**config.mk**
```make
export PLATFORM = sky130hd
export DESIGN_NAME = mac_execute
export DESIGN_NICKNAME = d
export VERILOG_FILES = /design/src/rtl/mac_execute.sv
export SDC_FILE = /design/constraint.sdc
export NUM_CORES = 2
export LEC_CHECK = 0
export CAP_MARGIN = 25
export CORE_MARGIN = 2
export CORE_UTILIZATION = 55
export CTS_CLUSTER_DIAMETER = 100
export CTS_CLUSTER_SIZE = 20
export DETAILED_ROUTE_END_ITERATION = 10
export PLACE_DENSITY = 0.72
export SETUP_SLACK_MARGIN = 0.1
export SYNTH_ARGS = -nofsm -noshare
export SYNTH_HDL_FRONTEND = slang
export SYNTH_SLANG_ARGS = --single-unit
```
**constraint.sdc**
```tcl
create_clock -name clk -period 4.25 [get_ports clk]
set_input_delay 0.85 -clock clk [delete_from_list [all_inputs] [get_ports clk]]
set_output_delay 0.85 -clock clk [all_outputs]
set_load 0.02 [all_outputs]
```
**src/rtl/mac_execute.sv**
```systemverilog
// mac_execute: pipelined fixed-point multiply-accumulate unit that writes STORE results back to a register file.
// Optional round-half-up on STORE when the macro MAC_EXECUTE_ROUND_EN is defined; truncation otherwise.
module mac_execute #(
  parameter int unsigned REGADDR_WIDTH = 5,
  parameter int unsigned DATA_WIDTH    = 32,
  parameter int unsigned FRAC_BITS     = 31,
  parameter int unsigned GUARD_BITS    = 8
) (
  input  logic                            clk,
  input  logic                            rst_n,
  input  logic                            opValid,
  input  logic [2:0]                      op,
  input  logic [REGADDR_WIDTH-1:0]        destAddr,
  input  logic signed [DATA_WIDTH-1:0]    dataA,
  input  logic signed [DATA_WIDTH-1:0]    dataB,
  output logic [REGADDR_WIDTH-1:0]        writeAddr,
  output logic [DATA_WIDTH-1:0]           dataW,
  output logic                            writeEnable,
  output logic                            satFlag,
  input  logic                            clrSat
);

  localparam int unsigned PROD_WIDTH = 2 * DATA_WIDTH;
  localparam int unsigned ACC_WIDTH  = PROD_WIDTH + GUARD_BITS;
  localparam int unsigned RND_WIDTH  = ACC_WIDTH + 1;

  localparam logic [2:0] OP_CLR   = 3'd1;
  localparam logic [2:0] OP_MUL   = 3'd2;
  localparam logic [2:0] OP_MAC   = 3'd3;
  localparam logic [2:0] OP_ADD   = 3'd4;
  localparam logic [2:0] OP_STORE = 3'd5;

  logic                           v1, v2;
  logic [2:0]                     op1, op2;
  logic [REGADDR_WIDTH-1:0]       dest1, dest2;
  logic signed [PROD_WIDTH-1:0]   prod;
  logic signed [DATA_WIDTH-1:0]   add_a;
  logic signed [ACC_WIDTH-1:0]    acc;

  logic signed [ACC_WIDTH-1:0]    acc_next_c;
  logic signed [RND_WIDTH-1:0]    rnd_c;
  logic signed [RND_WIDTH-1:0]    shift_c;
  logic                           pos_ovf_c, neg_ovf_c, store_c, sat_c;
  logic [DATA_WIDTH-1:0]          result_c;

  // Stage 1 aligns the op with its operands; stage 2 holds the product and ADD operand.
  always_ff @(posedge clk or negedge rst_n) begin
    if (!rst_n) begin
      v1    <= 1'b0;
      op1   <= '0;
      dest1 <= '0;
      v2    <= 1'b0;
      op2   <= '0;
      dest2 <= '0;
      prod  <= '0;
      add_a <= '0;
      acc   <= '0;
    end else begin
      v1    <= opValid;
      op1   <= op;
      dest1 <= destAddr;
      v2    <= v1;
      op2   <= op1;
      dest2 <= dest1;
      prod  <= PROD_WIDTH'(dataA) * PROD_WIDTH'(dataB);
      add_a <= dataA;
      acc   <= acc_next_c;
    end
  end

  always_comb begin
    acc_next_c = acc;
    if (v2) begin
      case (op2)
        OP_CLR:  acc_next_c = '0;
        OP_MUL:  acc_next_c = ACC_WIDTH'(prod);
        OP_MAC:  acc_next_c = acc + ACC_WIDTH'(prod);
        OP_ADD:  acc_next_c = acc + (ACC_WIDTH'(add_a) <<< FRAC_BITS);
        default: acc_next_c = acc;
      endcase
    end
  end

  // STORE reads the committed acc, which already holds the previous op's update.
  always_comb begin
    rnd_c = RND_WIDTH'(acc);
`ifdef MAC_EXECUTE_ROUND_EN
    rnd_c = rnd_c + (RND_WIDTH'(1) << (FRAC_BITS - 1));
`endif
    shift_c   = rnd_c >>> FRAC_BITS;
    pos_ovf_c = !shift_c[RND_WIDTH-1] && (|shift_c[RND_WIDTH-2:DATA_WIDTH-1]);
    neg_ovf_c = shift_c[RND_WIDTH-1] && !(&shift_c[RND_WIDTH-2:DATA_WIDTH-1]);
    result_c  = shift_c[DATA_WIDTH-1:0];
    if (pos_ovf_c) result_c = {1'b0, {(DATA_WIDTH-1){1'b1}}};
    else if (neg_ovf_c) result_c = {1'b1, {(DATA_WIDTH-1){1'b0}}};
    store_c = v2 && (op2 == OP_STORE);
    sat_c   = store_c && (pos_ovf_c || neg_ovf_c);
  end

  // Write port pulses one cycle per STORE; register 0 is never written.
  always_ff @(posedge clk or negedge rst_n) begin
    if (!rst_n) begin
      writeEnable <= 1'b0;
      writeAddr   <= '0;
      dataW       <= '0;
      satFlag     <= 1'b0;
    end else begin
      writeEnable <= 1'b0;
      if (store_c && (dest2 != '0)) begin
        writeEnable <= 1'b1;
        writeAddr   <= dest2;
        dataW       <= result_c;
      end
      if (sat_c) satFlag <= 1'b1;
      else if (clrSat) satFlag <= 1'b0;
    end
  end

endmodule

```
# Yosys cells after proc, flatten, opt, wreduce, memory -nomap -nowiden

Cells that the tools add are included.

Bits in registers: 225
Input port bits: 76
Output and inout port bits: 39
Logic and storage cells: 41

Add/subtract/negate cells: 2
Multiply operators: 1
Eq/ne operators: 5
Mux-type cells: 6
Reductions and logical operators: 14

Operators by type and width:

| cell                                                            | count |
|---|---|
| 72-bit one-hot mux with 4 select lines                          | 1 |
| 72-bit by 63-bit adder with 72-bit output                       | 1 |
| 72-bit by 64-bit adder with 72-bit output                       | 1 |
| 32-bit by 32-bit multiplier with 64-bit output                  | 1 |
| 32-bit 2-to-1 mux                                               | 2 |
| 10-bit AND reduction                                            | 1 |
| 10-bit OR reduction                                             | 1 |
| 3-bit by 2-bit == test with 1-bit output, second input constant | 2 |
| 3-bit == test, second input constant                            | 2 |
| 1-bit logical AND                                               | 5 |
| 5-bit nonzero test                                              | 1 |
| 4-bit nonzero test                                              | 1 |
| 3-bit by 1-bit == test with 1-bit output, second input constant | 1 |
| 1-bit 2-to-1 mux                                                | 3 |
| 1-bit logical NOT                                               | 2 |
| 2-bit AND reduction                                             | 1 |
| 2-bit nonzero test                                              | 1 |
| 1-bit logical OR                                                | 1 |

# Logic depth before layout (Yosys ltp)

Depth in word-level cells: 6
Mapped depth: 31
Gate-level depth less buffers: 29

# Least setup slack after synthesis

No wires, ideal clock.

Path kind: input -> register
Start: input dataB[3]
End: register prod[62]
Library setup time: 0.123 ns
Arrival: 8.271 ns
Slack: -4.144 ns
Cell stages on the path: 24
Buffers on the path: 2
Cell sequence: clkbuf_1 > nand2_1 > fa_1 > fa_1 > inv_1 > fa_1 > fa_1 > fa_1 > fa_1 > fa_1 > fa_1 > ha_1 > clkbuf_1 > nand4_1 > or2_2 > or3_1 > or4_1 > o221ai_1 > o311a_1 > a21oi_2 > o21ai_1 > a31o_2 > a21oi_1 > xnor2_1

Word-level cells in the longest chain between the ends: 1

Ends and longest elaborated chain:

| item                                           | line | source |
|---|---|---|
| start: declaration                             | 15   | `input logic signed [DATA_WIDTH-1:0] dataB,` |
| 32-bit by 32-bit multiplier with 64-bit output | 65   | `prod <= PROD_WIDTH'(dataA) * PROD_WIDTH'(dataB);` |
| end signal: assignment                         | 65   |  |
| end: declaration                               | 36   | `logic signed [PROD_WIDTH-1:0] prod;` |

No other way between the ends.
A chain may end at the register's enable or synchronous reset.

# Final worst setup path

Start: input dataA[25]
End: register prod[57]

Word-level cells in the longest chain between the ends: 1

Ends and longest elaborated chain:

| item                                           | line | source |
|---|---|---|
| start: declaration                             | 14   | `input logic signed [DATA_WIDTH-1:0] dataA,` |
| 32-bit by 32-bit multiplier with 64-bit output | 65   |  |

No other way between the ends.

==> flow_summary.ini <==
[synth]
yosysWarnings = 0
synth_edf_count = 0
ys_seq_area_share_pct = 11.2
synth.cell_area_sq_mm = 0.0503
yosys.area_share.simple_pct = 15.2
synth_xor_area_share_pct = 2.85
async_reset_ff_share_pct = 100
synth_top_family_by_area = adder cells
synth.most_common_cell = fa_1
synth_top_area_cell = fa_1
synthAdderAreaFrac_pct = 50.5
synth_flop_cell = dfrtp_1
yosys.area.top_type_share_pct = 43.1
synth.distinct_cells = 83
synth_compound_area_share_pct = 10.2
synth_seq_cells = 225
synth_mux_area_share_pct = 0.184
synth_area_per_cell_sq_um = 9.23
synthTopCellsByArea = fa_1 (43%), dfrtp_1 (11%), inv_1 (7.8%)
synthesis.nets = 6907
synth.top_cells.by_count = fa_1 (1,084), inv_1 (1,039), nand2_1 (712)
syn_inst = 5452

[status]
status = complete, but fails checks
violations = negative setup slack

[global_routing]
overflow = 0
antenna_found_initial = 26
gr-usage-met1_pct = 48.2
grt_use_total_pct = 38.4
grt_pass1_wl_um = 272000
use_met3_pct = 12.1
grt_max_degree = 82
grt_busiest_layer = met2
use_met2_pct = 58.8
grt_pass1_vias = 45300

[timing]
setup_violations = 58
fin_crit_sh_pct = 184
finalCriticalPeriod_ps = 7820
finalWorstSetupSlack_ps = -3570
fmax_mhz = 128
relSlewSlack_pct = 32.6
hold_viol = 0
rsz0062_at_grt = true
drv_slew = 0
skew_ps = 55.9
tightestPinTransition_ps = 1010

[clock_tree]
cts_root_buf = clkbuf_16
ctsHoldBuffers = 0
cts_sinks = 225
numCtsBuffers = 15
htreeDepth = 1
cts_tree = yes
clock_path_buffers = 3
clk_pin_slew_ps = 110
clk_latency_ps = 550

[placed_design]
post-place-ws_ps = -4430
io_buffers = 114
hpwl_um = 118000
gp_congestion = 0.937

[die]
start_util_pct = 55.7
core-area_sq_mm = 0.0903
dieArea_sq_mm = 0.0939
ioPinCount = 115
die_y_um = 306
rows = 110
die_w_um = 306

[route]
drt_first_iter_violations = 4622
ant_nets = 0
first_pass_iters = 6
routed_wirelength_um = 184000
vias_per_cell = 6.03
remaining_drc_errors = 0
vias = 43500
wl_per_cell_um = 25.5

[setup_path]
path_max_fanout = 10
cp_data_arrival_time_ps = 8260
path_class = in2reg
cp_slowest_stage_delay_ps = 630
crit_slowest_cell = fa_2
path_common_cell = fa_1
cp-end-kind = flip-flop
start_kind = primary input
critPathBufInv = 6
required_ps = 4690
crit_family = adder cells

[layout]
area_delta_synth_final_pct = 25.2
drive_above_1_share_pct = 20.8
nFillCells = 6284
nets = 7480

[job]
max_cap_viol_count = 0

[hold_path]
hp-class = in2async
[metal layers]
metal	wire length (um)	vias to the layer above
li1	-	18000
met1	64800	21800
met2	80400	2799
met3	23200	959
met4	15600	22
met5	220	-
[kinds of logic after synthesis]
kind of cell	Yosys count
and+or+nand+nor	1560
adders and majority gates	1379
buffers and inverters	1333
AOI/OAI and AO/OA	782
DFF	225
xor gates and xnor gates	164
muxes	9
[final timing paths]
check                      cells past startpoint  slack (ps)               start                  end
hold reg to reg                                0         360  dest1[2]$_DFF_PN0_   dest2[2]$_DFF_PN0_
setup / recovery                              27       -3570           dataA[25]   prod[57]$_DFF_PN0_
min in group clk                               0         360  dest1[2]$_DFF_PN0_   dest2[2]$_DFF_PN0_
setup reg to reg                              13         330   prod[3]$_DFF_PN0_  acc[63]$_DFFE_PN0P_
hold / removal                                 1         270               rst_n  acc[39]$_DFFE_PN0P_
max in group asynchronous                      2        3030               rst_n   prod[15]$_DFF_PN0_
[sequential cells by signal, summed over array words and instances (netlist names)]
name / count
v2: 1
op1: 3
dest2: 5
op2: 3
acc: 72
dataW: 32
writeEnable: 1
prod: 64
add_a: 32
satFlag: 1
writeAddr: 5
dest1: 5
v1: 1
[metrics by stage]
step / cells / instance area [sq um] / util (%) / hold slack, ps / TNS (ps)
global placement: 6934 / 57000 / 63.1 / 332 / -199110
floorplan: 5452 / 51500 / - / 331 / -140570
detailed placement: 6934 / 57000 / 63.1 / 336 / -202730
finish: 7218 / 63000 / 69.8 / 272 / -158400
global route: 7209 / 63000 / 69.8 / 327 / -165470
CTS: 7155 / 61600 / 68.3 / 303 / -148400
[what timing repair did]
action	CTS	global route
buffers inserted	146	55
pin swaps	212	209
gates cloned	62	9
resized for setup	693	256
endpoints found under the setup margin	59	63
[area by class of cell]
cell class                      instances  area, sq um  share of cell area, %
Clock inverter                          2         25.0                 0.0397
Clock buffer                           16          379                  0.602
Tap cell                             1176         1470                   2.33
Antenna cell                           16         40.0                 0.0635
Multi-Input combinational cell       3894        41700                   66.2
Timing Repair Buffer                  850         9860                   15.6
Inverter                             1039         3910                   6.21
Sequential cell                       225         5630                   8.93
[worst reg2reg max path, stage by stage, from the launching register on]
cell	delay [ps]
dfrtp_1	420
ha_1	380
a21oi_1	150
o22ai_1	120
a31oi_1	400
o211ai_1	170
buf_4	170
nor3_1	370
o31ai_2	170
a311oi_2	530
o21ai_0	250
nor4b_1	190
o31ai_1	380
o211ai_1	130
[placed cells by master, fill, tap and decap left out, types with 16 or more instances in the layout]
cell and n:
a21o_1 108, a21oi_1 156, a21oi_2 22, a222oi_1 19, a22oi_1 40, and2_1 443, and2_4 57, and3_1 22
buf_12 91, buf_16 43, buf_4 475, buf_6 111, buf_8 33, bufbuf_16 22, clkbuf_16 24, clkdlybuf4s50_1 49
dfrtp_1 225, diode_2 16, fa_1 981, fa_2 103, ha_1 247, ha_4 47, inv_1 989, inv_2 46
nand2_1 684, nand2b_1 26, nand3_1 51, nand4_1 39, nor2_1 96, nor3_1 23, o21a_1 18, o21ai_0 193
o21bai_1 30, xnor2_1 95, xor2_1 52
Power is not shown: default switching activity piles up to over one toggle a cycle in this logic, so the estimate is an artifact.
